## config.mk

```make
export PLATFORM = sky130hd
export DESIGN_NAME = snd_cmd_sched
export DESIGN_NICKNAME = d
export VERILOG_FILES = /design/src/rtl/snd_sched_pkg.sv /design/src/rtl/snd_cmd_fifo.sv /design/src/rtl/snd_cmd_sched.sv
export SDC_FILE = /design/constraint.sdc
export NUM_CORES = 1
export LEC_CHECK = 0
export ABC_AREA = 1
export CORE_ASPECT_RATIO = 2
export CORE_UTILIZATION = 45
export DETAILED_ROUTE_END_ITERATION = 16
export DONT_BUFFER_PORTS = 1
export HOLD_SLACK_MARGIN = 0.06
export PLACE_DENSITY = 0.57
export SLEW_MARGIN = 40
export SYNTH_ARGS = -nofsm -noshare
export SYNTH_HDL_FRONTEND = slang
export SYNTH_SLANG_ARGS = --single-unit
export TNS_END_PERCENT = 50
```

## constraint.sdc

```tcl
create_clock -name clk100 -period 3.9 [get_ports clk100]
set_input_delay 0.78 -clock clk100 [delete_from_list [all_inputs] [get_ports clk100]]
set_output_delay 0.78 -clock clk100 [all_outputs]
set_load 0.1 [all_outputs]
```

## src/rtl/snd_sched_pkg.sv

```systemverilog
// Shared types and default timing constants for the sound-command scheduler.
package snd_sched_pkg;

  typedef enum logic [2:0] {
    IDLE,
    SETUP,
    STROBE,
    WAIT_FULL,
    WAIT_ACK
  } sched_state_t;

  typedef logic [7:0] snd_byte_t;

  localparam int STB_CYC_DEF = 4;
  localparam int TMO_CYC_DEF = 65535;

endpackage

```

## src/rtl/snd_cmd_fifo.sv

```systemverilog
// Synchronous FIFO with occupancy count; push and pop may coincide, even when full.
module snd_cmd_fifo #(
  parameter int DEPTH = 8,
  parameter int W     = 8
) (
  input  logic                     clk100,
  input  logic                     rst,
  input  logic                     push,
  input  logic [W-1:0]             wdata,
  input  logic                     pop,
  output logic [W-1:0]             rdata,
  output logic [$clog2(DEPTH):0]   count,
  output logic                     empty,
  output logic                     full
);

  localparam int AW = $clog2(DEPTH);
  localparam logic [AW:0] DEPTH_CNT = DEPTH[AW:0];

  logic [W-1:0]  mem [DEPTH];
  logic [AW-1:0] wr_ptr;
  logic [AW-1:0] rd_ptr;
  logic          do_push;
  logic          do_pop;

  assign empty   = (count == '0);
  assign full    = (count == DEPTH_CNT);
  assign do_pop  = pop && !empty;
  // A pop in the same cycle frees the slot a push into a full FIFO needs.
  assign do_push = push && (!full || do_pop);
  assign rdata   = mem[rd_ptr];

  // NOTE: sequential state uses non-blocking assignments so every register samples pre-edge values.
  always_ff @(posedge clk100) begin
    if (rst) begin
      wr_ptr <= '0;
      rd_ptr <= '0;
      count  <= '0;
    end else begin
      if (do_push) wr_ptr <= wr_ptr + 1'b1;
      if (do_pop)  rd_ptr <= rd_ptr + 1'b1;
      case ({do_push, do_pop})
        2'b10:   count <= count + 1'b1;
        2'b01:   count <= count - 1'b1;
        default: count <= count;
      endcase
    end
  end

  // NOTE: storage is not reset; the pointers and count alone define which entries are valid.
  always_ff @(posedge clk100) begin
    if (do_push) mem[wr_ptr] <= wdata;
  end

endmodule

```

## src/rtl/snd_cmd_sched.sv

```systemverilog
// Round-robin sound-command scheduler draining a FIFO into the 68k-to-6502 mailbox.
// Optional counters stat_sent/stat_drop/stat_req1 are built when SND_SCHED_STATS_EN is defined.
module snd_cmd_sched
  import snd_sched_pkg::*;
#(
  parameter int DEPTH   = 8,
  parameter int STB_CYC = STB_CYC_DEF,
  parameter int TMO_CYC = TMO_CYC_DEF
) (
  input  logic                     clk100,
  input  logic                     rst,
  input  logic                     req0_valid,
  input  snd_byte_t                req0_data,
  output logic                     req0_ready,
  input  logic                     req1_valid,
  input  snd_byte_t                req1_data,
  output logic                     req1_ready,
  output snd_byte_t                mb_data,
  output logic                     mb_wr_b,
  input  logic                     mb_full,
  output logic                     busy,
  output logic [$clog2(DEPTH):0]   fifo_count,
  output logic                     timeout,
  input  logic                     clr_timeout
`ifdef SND_SCHED_STATS_EN
  ,
  output logic [15:0]              stat_sent,
  output logic [7:0]               stat_drop,
  output logic [15:0]              stat_req1
`endif
);

  localparam int TMR_MAX = (TMO_CYC > STB_CYC) ? TMO_CYC : STB_CYC;
  localparam int TW      = $clog2(TMR_MAX + 1);
  localparam int STB_M1  = STB_CYC - 1;
  localparam int TMO_M1  = TMO_CYC - 1;
  localparam logic [TW-1:0] STB_LAST = STB_M1[TW-1:0];
  localparam logic [TW-1:0] TMO_LAST = TMO_M1[TW-1:0];

  sched_state_t  state, state_nx;
  logic [TW-1:0] tmr;
  logic          tmo_hit;
  logic          pop;
  logic          push;
  logic          space;
  logic          grant0, grant1;
  logic          fifo_empty, fifo_full;
  logic          rr_last;  // set: req0 won the last grant, so req1 wins the next tie
  snd_byte_t     push_data, head;

  always_comb begin
    grant0 = 1'b0;
    grant1 = 1'b0;
    if (req0_valid && req1_valid) begin
      grant1 = rr_last;
      grant0 = !rr_last;
    end else begin
      grant0 = req0_valid;
      grant1 = req1_valid;
    end
  end

  assign space      = !fifo_full || pop;
  assign req0_ready = grant0 && space && !rst;
  assign req1_ready = grant1 && space && !rst;
  assign push       = req0_ready || req1_ready;
  assign push_data  = req1_ready ? req1_data : req0_data;
  assign busy       = !fifo_empty || (state != IDLE);

  always_ff @(posedge clk100) begin
    if (rst)             rr_last <= 1'b1;
    else if (req1_ready) rr_last <= 1'b0;
    else if (req0_ready) rr_last <= 1'b1;
  end

  snd_cmd_fifo #(.DEPTH(DEPTH), .W(8)) u_fifo (
    .clk100 (clk100),
    .rst    (rst),
    .push   (push),
    .wdata  (push_data),
    .pop    (pop),
    .rdata  (head),
    .count  (fifo_count),
    .empty  (fifo_empty),
    .full   (fifo_full)
  );

  // NOTE: every always_comb output gets a default first so no path can infer a latch.
  always_comb begin
    state_nx = state;
    pop      = 1'b0;
    tmo_hit  = 1'b0;
    unique case (state)
      IDLE: begin
        if (!fifo_empty) begin
          pop      = 1'b1;
          state_nx = SETUP;
        end
      end
      SETUP:  state_nx = STROBE;
      STROBE: if (tmr == STB_LAST) state_nx = WAIT_FULL;
      WAIT_FULL: begin
        // A flag still high from a stale write is taken as this byte's write.
        if (mb_full) state_nx = WAIT_ACK;
        else if (tmr == TMO_LAST) begin
          tmo_hit  = 1'b1;
          state_nx = IDLE;
        end
      end
      WAIT_ACK: begin
        if (!mb_full) state_nx = IDLE;
        else if (tmr == TMO_LAST) begin
          tmo_hit  = 1'b1;
          state_nx = IDLE;
        end
      end
      default: state_nx = IDLE;
    endcase
  end

  always_ff @(posedge clk100) begin
    if (rst) begin
      state   <= IDLE;
      tmr     <= '0;
      mb_data <= '0;
      mb_wr_b <= 1'b1;
      timeout <= 1'b0;
    end else begin
      state   <= state_nx;
      tmr     <= (state_nx != state) ? '0 : tmr + 1'b1;
      mb_wr_b <= (state_nx != STROBE);
      if (pop) mb_data <= head;
      if (tmo_hit)          timeout <= 1'b1;
      else if (clr_timeout) timeout <= 1'b0;
    end
  end

`ifdef SND_SCHED_STATS_EN
  logic sent;
  assign sent = (state == WAIT_ACK) && !mb_full;

  always_ff @(posedge clk100) begin
    if (rst) begin
      stat_sent <= '0;
      stat_drop <= '0;
      stat_req1 <= '0;
    end else begin
      if (sent && (stat_sent != '1))       stat_sent <= stat_sent + 1'b1;
      if (tmo_hit && (stat_drop != '1))    stat_drop <= stat_drop + 1'b1;
      if (req1_ready && (stat_req1 != '1)) stat_req1 <= stat_req1 + 1'b1;
    end
  end
`endif

endmodule
```

==> parameters.txt, run 1 <==
Parameter                              Value

Outcome
  Status ... finished clean

Die
  Initial Util ... 46.6%
  Cell Rows ... 52
  DIE WIDTH ... 74.5 microns
  DIE AREA ... 11000 sq um
  Core Footprint ... 10100 sq um
  Height of the chip ... 147 microns
  Top Ports ... 39

Synth
  Count of flip-flops with a built-in enable after synthesis ... 64
  Count of unique library cells instantiated by Yosys ... 33
  Syn Nets ... 531
  Share of Yosys cell area claimed by the top area cell type ... 40.6%
  Primary FF master, synth ... edfxtp_1
  Largest cells by area after synthesis ... edfxtp_1, dfxtp_1, nand2_1
  Share of the yosys chip area belonging to registers ... 57.5%
  FFs w/ async S/R, synth ... 0%
  Synthesized flop and latch total ... 104
  Post-synth top cells ... nand2_1, nor2_1, edfxtp_1, inv_1, dfxtp_1
  Synth Area per Inst ... 9.43 sq um
  Post-Synthesis Cell Area ... 4730 sq um
  Cell taking the most area after synthesis ... edfxtp_1
  Number of standard cells after synthesis ... 502
  Warnings from Yosys ... 0

Placement
  GPL Wtd Cong ... 0.871
  Post-placement worst setup slack ... 1.05 ns
  Hpwl dp ... 8.02 mm
  Inst Count DP ... 635
  Number of port buffers ... 0

Job
  Max Cap Viol ... 0

GRT
  Global route overflow ... 0
  Initial antenna violation count ... 0
  First-pass GRT wire length ... 17.3 mm
  Number of global-route vias before repair ... 3262
  Pin count of the biggest net entering global routing ... 35
  All-layer global routing usage ... 22.0%

Drt
  Antenna viol nets, final ... 0
  Detailed Route Iter0 Violations ... 228
  Aggregate routed wire length ... 11.2 mm
  Number of search-and-repair iterations in the first detailed-routing pass ... 6
  Avg Vias per Cell ... 5.22
  Detailed-route via count ... 3401
  DRC violation count after routing ... 0
  Routed wire length per instance ... 17.3 microns

Clocking
  Post-CTS Setup Repair Bufs ... 0
  CTS sink cnt ... 104
  Cell at the root of the clock tree ... clkbuf_16
  Number of H-tree branching levels ... 3
  Number of instances resized during post-cts repair ... 0
  Register clock-pin slew on the reported worst setup and hold paths ... 0.07 ns
  Source-to-sink clock delay at the later pin of the worst-skew pair ... 0.34 ns
  Total clock buffers created by CTS ... 9
  Maximum root-to-sink buffer count ... 2
  Cts hold-fix bufs ... 0
  CTS tree ... yes

Critical path
  Required time of the worst setup path ... 3.12 ns
  Worst path arrival time ... 2.25 ns
  R2R setup slack ... 1.05 ns
  Bufs and invs on worst path ... 4
  Critical path peak fanout ... 16
  Critical path's largest stage delay ... 0.51 ns
  Critical path depth ... 8
  Crit start category ... flop
  Cell type of the slowest stage on the worst timing path ... inv_2
  Worst Path Class, Setup ... reg -> out
  Category of cells accounting for the largest share of critical-path delay ... buffers and inverters
  Kind of end point of the critical path ... output pin
  Worst reg-to-reg path cell count ... 16
  CP cell instances ... buf_4, inv_1, nand3_2, o21ai_2, buf_4, nand2_2, nand2_2, inv_2

Layout
  Number of diodes ... 0
  Final nets ... 540
  Layout cell share with drive strength beyond 1 ... 14.5%
  Layout-stage area growth over the synthesis result ... 10.2%
  Number of standard cells in the layout, taps in and fillers out ... 651

Timing
  Share of the clock period used by the worst path after layout ... 77.7%
  Slew HR ... 45.9%
  Final setup margin ... 0.869 ns
  Number of slew-limit violations in the final report ... 0
  Post-layout min period ... 3.03 ns
  Final setup violating endpoints ... 0
  Setup repair after global routing missed its margin ... false
  Final Hold Fails ... 0
  Actual transition at the worst max-transition pin ... 0.808 ns
  Setup tns final ... 0 ns
  Layout Skew ... 0.0104 ns
  Max frequency ... 330 MHz

Min path
  Type of the worst min-delay path ... reg -> reg
  Hold Crit Depth ... 2

Power and ir drop
  Maximum ir drop on the vdd rail ... 0.000454 V
  Leakage component of the power ... 1.87 nW
  Power Density ... 704 nW/um^2
## worst paths after layout
| check | from | end |
|---|---|---|
| setup reg to reg | u_fifo.count[2] | u_fifo.count[2] |
| setup / recovery | u_fifo.count[2] | req1_ready |
| hold reg to reg | u_fifo.rd_ptr[1] | u_fifo.rd_ptr[1] |
| hold / removal | u_fifo.rd_ptr[1] | u_fifo.rd_ptr[1] |
## per-stage QoR
stage / utilization (%) / area [sq um] / power [W] / hold WS, ns
floorplan: - / 4730 / 0.00257 / 0.477
global placement: 48.5 / 4920 / 0.00285 / 0.455
detailed placement: 48.6 / 4930 / 0.00288 / 0.465
CTS: 51.3 / 5210 / 0.00372 / 0.474
global route: 51.4 / 5210 / 0.00388 / 0.471
finish: 51.4 / 5210 / 0.00367 / 0.473
## state kept, by name, indices dropped and copies added, names as in the netlist
signal / count
u_fifo.mem: 64
mb_data: 8
u_fifo.rd_ptr: 3
u_fifo.wr_ptr: 3
timeout: 1
tmr: 16
rr_last: 1
mb_wr_b: 1
u_fifo.count: 4
state: 3
## routing by layer
layer  routed length, microns  vias up  track usage, %
li1                         -     1697               -
met2                     6300       83            39.5
met5                        0        -               0
met4                      537        0            12.3
met3                      557       26            5.14
met1                     3840     1595            22.1
## kinds of logic after synthesis
logic type                 after synthesis  synth area share [%]
buffers and inverters                   65                  5.71
adders and majority gates                7                  1.85
xor gates and xnor gates                14                  2.59
DFF                                    104                  57.5
AOI/OAI and AO/OA                       79                  9.68
and+or+nand+nor                        233                  22.6
## report_power, final
group | leakage (nW) | switching, W | internal, W
sequential | 0.911 | 0.000371 | 0.00130
clock | 0.136 | 0.000378 | 0.000450
combinational | 0.826 | 0.000860 | 0.000306
## worst reg2reg max path: cells and delay by family, from the launching register on
kind | cells | cell delay [ns]
compound gates | 3 | 0.32
xor+xnor | 2 | 0.40
simple gates | 4 | 0.56
buf+inv | 5 | 0.78
flops | 1 | 0.30
fa+ha+maj | 2 | 0.42
## placed cells by master, fill, tap and decap left out, drive strengths merged
master and instances:
nand2 93, nor2 88, edfxtp 64, inv 47
o21ai 41, dfxtp 40, nand3 25, nor3 22
a21oi 19, o211ai 17, buf 14, clkbuf 11
xor2 9, ha 7, clkinv 6, xnor2 5
nand4 4, a21boi 1, and3 1, o31ai 1
clkinvlp 1
## final cells by class
type	instances	area, sq um
Sequential cell	104	2740
Multi-Input combinational cell	333	1740
Clock buffer	11	243
Clock inverter	5	32.5
Inverter	49	184
Fill cell	999	4940
Tap cell	135	169
Timing Repair Buffer	14	105
(Power assumes the default switching activity.)
==> run 2: changes to the inputs <==
- PLACE_DENSITY: 0.57 -> 0.59
- clock period: 3.9 -> 2.75 ns (I/O delays scaled with it)
==> parameters.txt, run 2 (synthesis results as in run 1) <==
Parameter                              Value

Layout
  Area of combinational cells with multiple inputs ... 1740 sq um (-0.29%)
  Layout-stage area growth over the synthesis result ... 13.0%
  Commonest non-fill, non-tap cells in the layout ... nand2_1, nor2_1, edfxtp_1, inv_1, o21ai_0
  Layout cell share with drive strength beyond 1 ... 15.9% (+1.3 points)
  Final nets ... 553 (+2.4%)
  Number of diodes ... 0 (unchanged)
  Final design utilization ... 52.7% (+1.3 points)
  Max FFs per register ... 64 (unchanged)
  Biggest regs ... u_fifo.mem (64), tmr (16), mb_data (8)
  Most flops, register ... u_fifo.mem
  Sequential cell area ... 2730 sq um (about the same)
  Total of fill cells in the finished design ... 968 (-3.1%)

Outcome
  Status ... finished clean

Timing
  Post-layout min period ... 2.43 ns
  Final setup margin ... 0.319 ns (-0.550 ns)
  Max frequency ... 411 MHz
  Setup tns final ... 0 ns (unchanged)
  Number of slew-limit violations in the final report ... 0 (unchanged)
  Layout Skew ... 0.00826 ns (-0.00213 ns)
  Final Hold Fails ... 0 (unchanged)
  Setup repair after global routing missed its margin ... false
  Actual transition at the worst max-transition pin ... 0.601 ns (-0.207 ns)
  Final setup violating endpoints ... 0 (unchanged)
  Slew HR ... 59.8% (+14 points)
  Share of the clock period used by the worst path after layout ... 88.4%

Clocking
  Number of instances resized during post-cts repair ... 0 (unchanged)
  Maximum root-to-sink buffer count ... 2 (unchanged)
  Number of H-tree branching levels ... 3 (unchanged)
  Cts hold-fix bufs ... 0 (unchanged)
  CTS sink cnt ... 104 (unchanged)
  Source-to-sink clock delay at the later pin of the worst-skew pair ... 0.34 ns (about the same)
  CTS tree ... yes
  Post-CTS Setup Repair Bufs ... 0 (unchanged)
  Register clock-pin slew on the reported worst setup and hold paths ... 0.07 ns (about the same)
  Total clock buffers created by CTS ... 9 (unchanged)
  Cell at the root of the clock tree ... clkbuf_16

Min path
  Worst min-delay path startpoint ... rst
  Type of the worst min-delay path ... in -> reg
  Hold Crit Depth ... 1 (-1)
  Hold Crit Endpoint ... timeout

Die
  Core Footprint ... 10100 sq um (unchanged)
  Height of the chip ... 147 microns (unchanged)
  Initial Util ... 46.6% (unchanged)
  Cell Rows ... 52 (unchanged)
  DIE WIDTH ... 74.5 microns (unchanged)
  Top Ports ... 39 (unchanged)
  DIE AREA ... 11000 sq um (unchanged)

Critical path
  Critical path's largest stage delay ... 0.45 ns (-0.06 ns)
  Category of cells accounting for the largest share of critical-path delay ... buffers and inverters
  Worst Path Class, Setup ... reg -> out
  Start of the worst register-to-register path ... state[0]
  Required time of the worst setup path ... 2.20 ns (-0.92 ns)
  Worst path arrival time ... 1.88 ns (-0.37 ns)
  R2R setup slack ... 0.36 ns (-0.69 ns)
  Critical path peak fanout ... 11 (-5)
  Crit start category ... flop
  Bufs and invs on worst path ... 3 (-1)
  Cell type of the slowest stage on the worst timing path ... inv_2
  Worst reg-to-reg path cell count ... 15 (-1)
  CP cell instances ... inv_2, nand2_1, nor2_1, o21ai_2, nand2_2, nand2_2, buf_4, inv_2
  Kind of end point of the critical path ... output pin
  Critical R2R Capture ... u_fifo.count[2]

Placement
  Post-placement worst setup slack ... 0.332 ns (-0.717 ns)
  GPL Wtd Cong ... 0.811 (-6.9%)
  Hpwl dp ... 7.04 mm (-12%)
  Number of port buffers ... 0 (unchanged)

Drt
  Number of search-and-repair iterations in the first detailed-routing pass ... 4 (-2)
  Detailed-route via count ... 3389 (-0.35%)
  DRC violation count after routing ... 0 (unchanged)
  Aggregate routed wire length ... 10.2 mm (-9.0%)
  Avg Vias per Cell ... 5.10 (-2.3%)
  Detailed Route Iter0 Violations ... 219 (-3.9%)
  Antenna viol nets, final ... 0 (unchanged)
  Routed wire length per instance ... 15.4 microns (-11%)

GRT
  Pin count of the biggest net entering global routing ... 35 (unchanged)
  Global route overflow ... 0 (unchanged)
  All-layer global routing usage ... 20.4% (-1.6 points)
  First-pass GRT wire length ... 16.3 mm (-5.3%)
  Initial antenna violation count ... 0 (unchanged)
  Number of global-route vias before repair ... 3415 (+4.7%)

Power and ir drop
  Power Density ... 1000 nW/um^2 (+43%)
  Leakage component of the power ... 1.96 nW (+4.7%)
  Maximum ir drop on the vdd rail ... 0.000934 V (+110%)

Job
  Max Cap Viol ... 0 (unchanged)
run 2: power by group:
part,internal [W],switching [W],leakage [nW]
Sequential,0.00185,0.000358,0.910
Combinational,0.000511,0.00136,0.898
Clock,0.000758,0.000534,0.154
Total,0.00312,0.00225,1.96
run 2: per-layer routing:
| metal | GRT usage [%] | wire length [microns] | up-vias |
|---|---|---|---|
| met3 | 3.64 | 337 | 16 |
| li1 | - | - | 1721 |
| met4 | 11.6 | 281 | 0 |
| met2 | 36.5 | 5830 | 73 |
| met5 | 0 | 0 | - |
| met1 | 21.2 | 3790 | 1579 |
run 2: worst max path at each step:
stage | depth (start not counted) | slack [ns] | start | endpoint
5_1_grt | 15 | 0.08 | state[0] | u_fifo.count[2]
3_5_place_dp | 13 | 0.33 | rst | u_fifo.count[2]
2_1_floorplan | 13 | 0.007 | u_fifo.count[3] | u_fifo.count[2]
4_1_cts | 8 | 0.29 | state[0] | req1_ready
3_3_place_gp | 13 | 0.39 | rst | u_fifo.count[2]
6_report | 8 | 0.32 | state[0] | req1_ready
run 2: area by class of cell:
type | instances | area share, %
timing repair buffer | 27 | 4.02
clock buffer | 12 | 4.80
multi-input combinational | 333 | 32.5
clock inverter | 4 | 0.936
tap | 135 | 3.16
inverter | 49 | 3.44
sequential | 104 | 51.1
run 2: stage by stage:
step	cells	total power (W)	area [sq um]	hold slack, ns
after floorplan	502	0.00365	4740	0.477
after global placement	648	0.00409	5030	0.452
after detailed placement	648	0.00413	5040	0.452
after CTS	664	0.00542	5350	0.247
after global routing	664	0.00566	5350	0.246
final	664	0.00536	5350	0.260
